<file path="src/rtl/splat_prefetch.sv">
// Streams a tile's inline splat list out of DDR3 in multi-splat bursts and hands
// it to splat_reader as a first-word-fall-through valid/ready qword stream.
module splat_prefetch #(
    parameter int unsigned FIFO_DEPTH      = 64,
    parameter int unsigned MAX_BURST       = 32,
    parameter int unsigned WORDS_PER_SPLAT = 4
) (
    input  logic        clk,
    input  logic        reset,
    input  logic        start,
    input  logic        abort,
    input  logic [28:0] base_addr,
    input  logic [15:0] splat_count,
    output logic [28:0] rd_addr,
    output logic [7:0]  rd_burstcnt,
    output logic        rd_req,
    input  logic        rd_ack,
    input  logic [63:0] rd_data,
    input  logic        rd_data_valid,
    output logic [63:0] word_data,
    output logic        word_valid,
    input  logic        word_ready,
    output logic        busy,
    output logic        done
);

    localparam int unsigned PW = $clog2(FIFO_DEPTH);
    localparam int unsigned CW = PW + 1;

    typedef enum logic [2:0] {
        S_IDLE, S_WAIT_SPACE, S_REQ, S_DATA, S_DRAIN, S_FLUSH
    } state_e;

    state_e        state_q, state_d;
    logic [17:0]   words_left_q, words_left_d;
    logic [28:0]   next_addr_q, next_addr_d;
    logic [7:0]    burst_left_q, burst_left_d;
    logic [CW-1:0] fifo_cnt_q, fifo_cnt_d;
    logic [PW-1:0] wr_ptr_q, wr_ptr_d;
    logic [PW-1:0] rd_ptr_q, rd_ptr_d;
    logic          rd_req_q, rd_req_d;
    logic [28:0]   rd_addr_q, rd_addr_d;
    logic [7:0]    rd_burstcnt_q, rd_burstcnt_d;
    logic          done_q, done_d;
    logic          abort_pend_q, abort_pend_d;

    logic [63:0]   fifo_mem [FIFO_DEPTH];
    logic          push, pop, fifo_clr;
    logic [7:0]    blen;
    logic [CW-1:0] fifo_space;

    assign word_valid  = (fifo_cnt_q != '0);
    assign word_data   = fifo_mem[rd_ptr_q];
    assign pop         = word_valid & word_ready;
    assign busy        = (state_q != S_IDLE);
    assign done        = done_q;
    assign rd_req      = rd_req_q;
    assign rd_addr     = rd_addr_q;
    assign rd_burstcnt = rd_burstcnt_q;

    assign blen = (words_left_q < 18'(MAX_BURST)) ? words_left_q[7:0] : 8'(MAX_BURST);
    assign fifo_space = CW'(FIFO_DEPTH) - fifo_cnt_q;

    always_comb begin
        state_d       = state_q;
        words_left_d  = words_left_q;
        next_addr_d   = next_addr_q;
        burst_left_d  = burst_left_q;
        rd_req_d      = rd_req_q;
        rd_addr_d     = rd_addr_q;
        rd_burstcnt_d = rd_burstcnt_q;
        abort_pend_d  = abort_pend_q;
        done_d        = 1'b0;
        push          = 1'b0;
        fifo_clr      = 1'b0;

        case (state_q)
            S_IDLE: begin
                if (start && !abort) begin
                    words_left_d = 18'(splat_count) * 18'(WORDS_PER_SPLAT);
                    next_addr_d  = base_addr;
                    state_d      = (splat_count == 16'd0) ? S_DRAIN : S_WAIT_SPACE;
                end
            end
            S_WAIT_SPACE: begin
                if (abort) begin
                    fifo_clr = 1'b1;
                    state_d  = S_FLUSH;
                end else if (16'(fifo_space) >= 16'(blen)) begin
                    rd_req_d      = 1'b1;
                    rd_addr_d     = next_addr_q;
                    rd_burstcnt_d = blen;
                    state_d       = S_REQ;
                end
            end
            S_REQ: begin
                // A request cannot be withdrawn; remember the abort and flush after the ack.
                if (abort) begin
                    fifo_clr     = 1'b1;
                    abort_pend_d = 1'b1;
                end
                if (rd_ack) begin
                    rd_req_d     = 1'b0;
                    burst_left_d = rd_burstcnt_q;
                    next_addr_d  = next_addr_q + 29'(rd_burstcnt_q);
                    words_left_d = words_left_q - 18'(rd_burstcnt_q);
                    abort_pend_d = 1'b0;
                    state_d      = (abort || abort_pend_q) ? S_FLUSH : S_DATA;
                end
            end
            S_DATA: begin
                if (rd_data_valid) burst_left_d = burst_left_q - 8'd1;
                if (abort) begin
                    fifo_clr = 1'b1;
                    state_d  = S_FLUSH;
                end else if (rd_data_valid) begin
                    push = 1'b1;
                    if (burst_left_q == 8'd1) begin
                        state_d = (words_left_q != '0) ? S_WAIT_SPACE : S_DRAIN;
                    end
                end
            end
            S_DRAIN: begin
                if (abort) begin
                    fifo_clr = 1'b1;
                    state_d  = S_FLUSH;
                end else if (fifo_cnt_q == '0) begin
                    done_d  = 1'b1;
                    state_d = S_IDLE;
                end
            end
            S_FLUSH: begin
                if (rd_data_valid && burst_left_q != 8'd0) burst_left_d = burst_left_q - 8'd1;
                if (burst_left_q == 8'd0 || (rd_data_valid && burst_left_q == 8'd1)) begin
                    state_d = S_IDLE;
                end
            end
            default: state_d = S_IDLE;
        endcase

        if (fifo_clr) begin
            wr_ptr_d   = '0;
            rd_ptr_d   = '0;
            fifo_cnt_d = '0;
        end else begin
            wr_ptr_d   = push ? wr_ptr_q + PW'(1) : wr_ptr_q;
            rd_ptr_d   = pop ? rd_ptr_q + PW'(1) : rd_ptr_q;
            fifo_cnt_d = fifo_cnt_q + CW'(push) - CW'(pop);
        end
    end

    always_ff @(posedge clk) begin
        if (reset) begin
            state_q       <= S_IDLE;
            words_left_q  <= '0;
            next_addr_q   <= '0;
            burst_left_q  <= '0;
            fifo_cnt_q    <= '0;
            wr_ptr_q      <= '0;
            rd_ptr_q      <= '0;
            rd_req_q      <= 1'b0;
            rd_addr_q     <= '0;
            rd_burstcnt_q <= '0;
            done_q        <= 1'b0;
            abort_pend_q  <= 1'b0;
        end else begin
            state_q       <= state_d;
            words_left_q  <= words_left_d;
            next_addr_q   <= next_addr_d;
            burst_left_q  <= burst_left_d;
            fifo_cnt_q    <= fifo_cnt_d;
            wr_ptr_q      <= wr_ptr_d;
            rd_ptr_q      <= rd_ptr_d;
            rd_req_q      <= rd_req_d;
            rd_addr_q     <= rd_addr_d;
            rd_burstcnt_q <= rd_burstcnt_d;
            done_q        <= done_d;
            abort_pend_q  <= abort_pend_d;
        end
    end

    always_ff @(posedge clk) begin
        if (push) fifo_mem[wr_ptr_q] <= rd_data;
    end

    always_ff @(posedge clk) begin
        if (!reset) begin
            assert (!(push && fifo_cnt_q == CW'(FIFO_DEPTH)));
            assert (!(rd_data_valid && state_q != S_DATA && state_q != S_FLUSH));
        end
    end

endmodule

</file>
<file path="config.mk">
export PLATFORM = sky130hd
export DESIGN_NAME = splat_prefetch
export DESIGN_NICKNAME = d
export VERILOG_FILES = /design/src/rtl/splat_prefetch.sv
export SDC_FILE = /design/constraint.sdc
export NUM_CORES = 2
export LEC_CHECK = 0
export BUFFER_PORTS_ARGS = -buffer_cell sky130_fd_sc_hd__buf_2
export CAP_MARGIN = 10
export CORE_AREA = 2 2 778 470
export CTS_CLUSTER_SIZE = 8
export DETAILED_ROUTE_END_ITERATION = 8
export DIE_AREA = 0 0 780 472
export HOLD_SLACK_MARGIN = 0.12
export PLACE_DENSITY_LB_ADDON = 0.25
export SLEW_MARGIN = 40
export SYNTH_ARGS = -nofsm -noshare
export SYNTH_HDL_FRONTEND = slang
export SYNTH_SLANG_ARGS = --single-unit
</file>
<file path="constraint.sdc">
create_clock -name clk -period 6.35 [get_ports clk]
set_input_delay 0.9525 -clock clk [delete_from_list [all_inputs] [get_ports clk]]
set_output_delay 0.9525 -clock clk [all_outputs]
set_load 0.02 [all_outputs]
</file>
---- Word-level counts from Yosys, hierarchy flattened ----
Memory sizes are Yosys's and may differ from the RTL's. A register that Yosys moved wholly into a read port is not among the register bits.
Index checks and enable logic that the tools add are counted.
storage, ports and cells
  flip-flop bits (word level) ............. 117
  bits in writable memories ............... 4096
  input bits .............................. 116
  output and inout bits ................... 105
  word-level logic and storage cells ...... 111
  memories ................................ 1
cells by class
  add/sub/neg operators ................... 8
  order comparisons ....................... 2
  equal/unequal tests ..................... 17
  mux-type cells .......................... 41
  bitwise gates (word level) .............. 3
  reduce and logical (&&, ||, !) cells .... 27
memories
  name      words  bits a word  read ports  clocked after Yosys merged registers in  write ports  RTL line  text
  fifo_mem  64     64           1           1                                        1            47        logic [63:0] fifo_mem [FIFO_DEPTH];
operator list
  kind                                                          number
  two-way mux 29 bit                                            2
  case mux 29 bit (2 select lines)                              1
  two-way mux 3 bit                                             13
  two-way mux 18 bit                                            2
  case mux 18 bit (2 select lines)                              1
  two-way mux 8 bit                                             4
  adder 29 x 8 -> 29 bit                                        1
  case mux 8 bit (3 select lines)                               1
  less-than comparator 18 x 6 -> 1 bit (second input constant)  1
  case mux 3 bit (6 select lines)                               1
  nonzero test 18 bit                                           1
  subtractor 18 x 8 -> 18 bit                                   1
  zero test 16 bit                                              1
  != test 2 bit (second input constant)                         7
  two-way mux 1 bit                                             13
  adder 6 x 1 -> 6 bit (second input constant)                  2
  two-way mux 6 bit                                             2
  != test 3 bit (second input constant)                         4
  == test 8 x 1 -> 1 bit (second input constant)                1
  greater-or-equal comparator 7 x 8 -> 1 bit                    1
  zero test 8 bit                                               1
  AND reduction 4 bit                                           2
  nonzero test 8 bit                                            1
  subtractor 8 x 1 -> 8 bit (second input constant)             1
  other kinds (23)                                              33

---- Longest topological paths before layout ----
  word-level depth ........................ 6
  mapped depth ............................ 16
  depth with buffers taken out ............ 15

---- Worst setup path after synthesis ----
Ideal clock, no wire load.
  path kind ............................... input port to flip-flop
  from .................................... input port rd_data_valid
  to ...................................... memory fifo_mem[59][0], enable pin
  library setup time ...................... 0.487 ns
  data arrival time ....................... 4.644 ns
  required time ........................... 5.863 ns
  path slack .............................. 1.219 ns
  stages .................................. 6
  buffers on the path ..................... 0
  cells stage by stage .................... nand2_1 nor3_2 inv_1 nor2_1 nand3_1 nor2_1
between the ends
  word-level cells in the longest chain between the ends .. 5
RTL lines
  element                                  RTL line  text
  start, declared                          19        input logic rd_data_valid,
  two-way mux 1 bit                        116       end else if (rd_data_valid) begin
  two-way mux 1 bit                        113       if (abort) begin
  two-way mux 1 bit                        77        case (state_q)
  two-way mux 1 bit                        183       if (push) fifo_mem[wr_ptr_q] <= rd_data;
  two-way mux 1 bit (not written as such)  183
  end, declared                            47
Every way passes these cells.

==> run summary <==
POWER
------------------------------------------------------------------------------------------
Sum of internal, switching and leakage power                                       69.2 mW
PD cells                                                                       368 mW/mm^2
Leakage power figure                                                               57.1 nW
Max IR drop VDD                                                                   0.300 mV

LAYOUT
------------------------------------------------------------------------------------------
Highest-count cells in the layout ignoring fill and taps                      sky130_fd_sc_hd__edfxtp_1 (4096), sky130_fd_sc_hd__mux4_2 (1024), sky130_fd_sc_hd__clkbuf_16 (613), sky130_fd_sc_hd__mux2i_1 (516), sky130_fd_sc_hd__o22ai_1 (261)
Fraction of layout instances using a drive strength above 1                          28.1%
Number of fillers in the final layout                                                27500
Area added between synthesis and finish                                              15.9%
Count of nets after finishing                                                         8156
Commonest non-fill, non-tap cell in the layout                                sky130_fd_sc_hd__edfxtp_1

CRITICAL PATH
------------------------------------------------------------------------------------------
Classification of the worst setup path                                        flip-flop to output port
Data required time at the worst endpoint                                           5.40 ns
Category of the worst setup path capture point                                 output port
Type of origin of the critical path                                              flip-flop
Crit path DAT                                                                      4.34 ns
Crit path max fanout                                                                    30

STA
------------------------------------------------------------------------------------------
Accumulated negative setup slack                                                      0 ns
Post-Route Skew                                                                  0.0570 ns
Slew margin rel.                                                                     37.7%
Number of endpoints failing setup at the final stage                                     0
Shortest clock period the worst path allows after layout                           5.29 ns
Number of hold violations in the final report                                            0
RSZ-0062 raised after global routing                                                    no
Top achievable clock speed                                                       0.189 GHz
Worst-margin pin slew                                                             0.934 ns
Share of the clock period used by the worst path after layout                        83.3%
Count of pins over their slew limit                                                      0

WORST HOLD PATH
------------------------------------------------------------------------------------------
Worst min-delay path category                                                 input port to flip-flop

SYNTHESIS
------------------------------------------------------------------------------------------
Sequential-to-total area share from yosys stat                                       77.4%
Synthesized area divided by synthesized cell count                              22.3 sq um
Count of warnings emitted by yosys                                                       0
Gate count after technology mapping                                                   7283
Async set-or-reset flop fraction in the synthesized netlist                             0%
Net count after synthesis                                                             7442
Number of enable-type register cells in the synthesized netlist                       4096
Leading register cell type out of synthesis                                   sky130_fd_sc_hd__edfxtp_1
Post-synthesis cell type count                                                          70
Mapped Area                                                                    0.162 sq mm
Post-synthesis register bit count                                                     4219

CTS
------------------------------------------------------------------------------------------
Number of buffers between clock root and the deepest sink                                4
Clock edge transition at the registers on the reported setup and hold paths        0.05 ns
TritonCTS clock tree                                                                 built
Post_cts resized                                                                         0
TritonCTS buffer count                                                                 601
Clock Root Buffer                                                             sky130_fd_sc_hd__clkbuf_16
Post-CTS setup-driven buffer insertion count                                             0
Clock latency on the worst-skew pair                                               0.97 ns
Clock sink count                                                                      4219
Hold-fix buffers at CTS                                                                  0
CTS HTree Levels                                                                         6

DETAILED ROUTING
------------------------------------------------------------------------------------------
Sum of routed wire length over all layers                                        464000 um
Post-DRT Antenna Nets                                                                    0
Detail-routed via count per cell                                                      6.43
Routed length on met1                                                            198000 um
Violation count after the first detailed-routing iteration                           12000
Highest metal layer with signal wires                                                 met5
Number of iterations in the first detailed-routing pass                                  6
Average routed wire per standard cell                                              35.8 um
Met3 wirelength from detailed routing                                             53500 um
Met2 routed WL                                                                   202000 um
DRC violations left                                                                      0
Overall via count from detail_route                                                  83200

FLOORPLAN
------------------------------------------------------------------------------------------
Die area                                                                       0.368 sq mm
Core region area                                                               0.361 sq mm
Initial cell density of the core                                                     44.9%
Count of boundary I/O pins                                                             221
Width of the chip                                                                   780 um
Number of rows in the core area                                                        171
Height of the die                                                                   472 um

PLACE
------------------------------------------------------------------------------------------
Global placement routability congestion                                              0.808
Hpwl dp                                                                          243000 um
Number of I/O port buffers                                                             220

GRT
------------------------------------------------------------------------------------------
Maximum number of pins on one net before global-route repair                            88
Number of global-route vias before repair                                            81700
Initial antenna violation count                                                         29
Aggregate global routing overflow                                                        0
Global-route wire length before repair                                           645000 um
GRT Resource Usage Total                                                             24.8%

RUN STATUS
------------------------------------------------------------------------------------------
Result of the run                                                             finished clean

RUN
------------------------------------------------------------------------------------------
Max cap viols                                                                            0

worst max-delay path, cell delays in order, from the launching register on:
cell	delay, ns
sky130_fd_sc_hd__dfxtp_4	0.62
sky130_fd_sc_hd__buf_16	0.27
sky130_fd_sc_hd__buf_12	0.30
sky130_fd_sc_hd__buf_4	0.38
sky130_fd_sc_hd__mux4_2	0.55
sky130_fd_sc_hd__mux2i_1	0.20
sky130_fd_sc_hd__o22ai_1	0.11
sky130_fd_sc_hd__or4_1	0.64
sky130_fd_sc_hd__buf_2	0.22
flip-flops by register name (all words and copies together), names as in the netlist, named ones only:
signal	count
rd_ptr_q	6
fifo_cnt_q	7
done	1
words_left_q	18
state_q	3
rd_req	1
burst_left_q	8
abort_pend_q	1
wr_ptr_q	6
rd_addr	29
next_addr_q	29
fifo_mem	4096
rd_burstcnt	8
metrics by stage:
step                      std cells  cell area [sq um]  setup slack [ns]  hold slack [ns]  util, %
after global placement        12200             171000              1.82            0.441     47.5
after global routing          12900             188000             0.882            0.236     52.1
after CTS                     12900             188000             0.934            0.179     52.1
after detailed placement      12200             172000              1.99            0.446     47.6
after floorplan                7283             162000              1.22            0.440        -
final                         12900             188000              1.06            0.248     52.1
Yosys cell counts, types with 12 or more instances:
cell type,instances,share of area (%)
sky130_fd_sc_hd__a21oi_1,86,0.27
sky130_fd_sc_hd__a31oi_1,21,0.081
sky130_fd_sc_hd__and3_1,14,0.054
sky130_fd_sc_hd__buf_1,47,0.11
sky130_fd_sc_hd__buf_2,135,0.42
sky130_fd_sc_hd__clkbuf_1,205,0.47
sky130_fd_sc_hd__dfxtp_1,123,1.5
sky130_fd_sc_hd__edfxtp_1,4096,76
sky130_fd_sc_hd__ha_1,40,0.31
sky130_fd_sc_hd__inv_1,34,0.079
sky130_fd_sc_hd__mux2i_1,516,3.2
sky130_fd_sc_hd__mux4_2,1024,14
sky130_fd_sc_hd__nand2_1,147,0.34
sky130_fd_sc_hd__nand3_1,38,0.12
sky130_fd_sc_hd__nand4_1,12,0.046
sky130_fd_sc_hd__nor2_1,139,0.32
sky130_fd_sc_hd__nor3_1,16,0.049
sky130_fd_sc_hd__nor4_1,13,0.050
sky130_fd_sc_hd__o21ai_0,41,0.13
sky130_fd_sc_hd__o22ai_1,261,1.0
sky130_fd_sc_hd__or3_1,14,0.054
sky130_fd_sc_hd__or4_1,68,0.31
sky130_fd_sc_hd__xnor2_1,18,0.097
power breakdown:
part           switching (mW)  internal, mW  leakage [nW]
Sequential              0.178          30.7          37.8
Combinational            5.03          4.98          11.4
Clock                    11.2          17.1          7.88
Total                    16.5          52.7          57.1
metal layers:
metal / GRT usage [%] / vias to the layer above
met1: 38.8 / 45200
met4: 6.00 / 4
met5: 0 / -
li1: - / 32200
met2: 35.5 / 5085
met3: 5.74 / 667
final timing paths:
check / to / slack, ns / startpoint / cells after the start
min reg2reg: rd_addr[11]$_SDFFE_PP0P_ / 0.45 / rd_addr[11]$_SDFFE_PP0P_ / 2
max: word_data[23] / 1.06 / flip-flop / 8
max reg2reg: fifo_mem[41][2]$_DFFE_PP_ / 2.43 / state_q[0]$_SDFFE_PP0P_ / 8
min: next_addr_q[0]$_SDFFE_PP0P_ / 0.25 / base_addr[0] / 3
kinds of logic (layout without fill, tap and decap cells):
kind of cell	Yosys count	after routing	synth area share [%]
AND/OR/NAND/NOR	512	512	1.57
other	1	8	0.00231
flip-flops	4219	4219	77.4
AO/OA/AOI/OAI	504	504	1.97
multiplexers	1542	1542	17.4
XOR/XNOR	27	27	0.146
buffers and inverters	435	1244	1.15
adder cells (fa/ha/maj)	43	43	0.346
layout make-up:
class	instances	area [sq um]	area share, %
clock buffer	657	15500	8.25
timing repair buffer	511	4840	2.57
inverter	35	136	0.0726
clock inverter	41	597	0.318
multi-input combinational	2629	35300	18.8
tap	4844	6060	3.22
antenna	7	17.5	0.00932
sequential	4219	125000	66.8
Note: power is estimated with default switching activity, not from simulation.
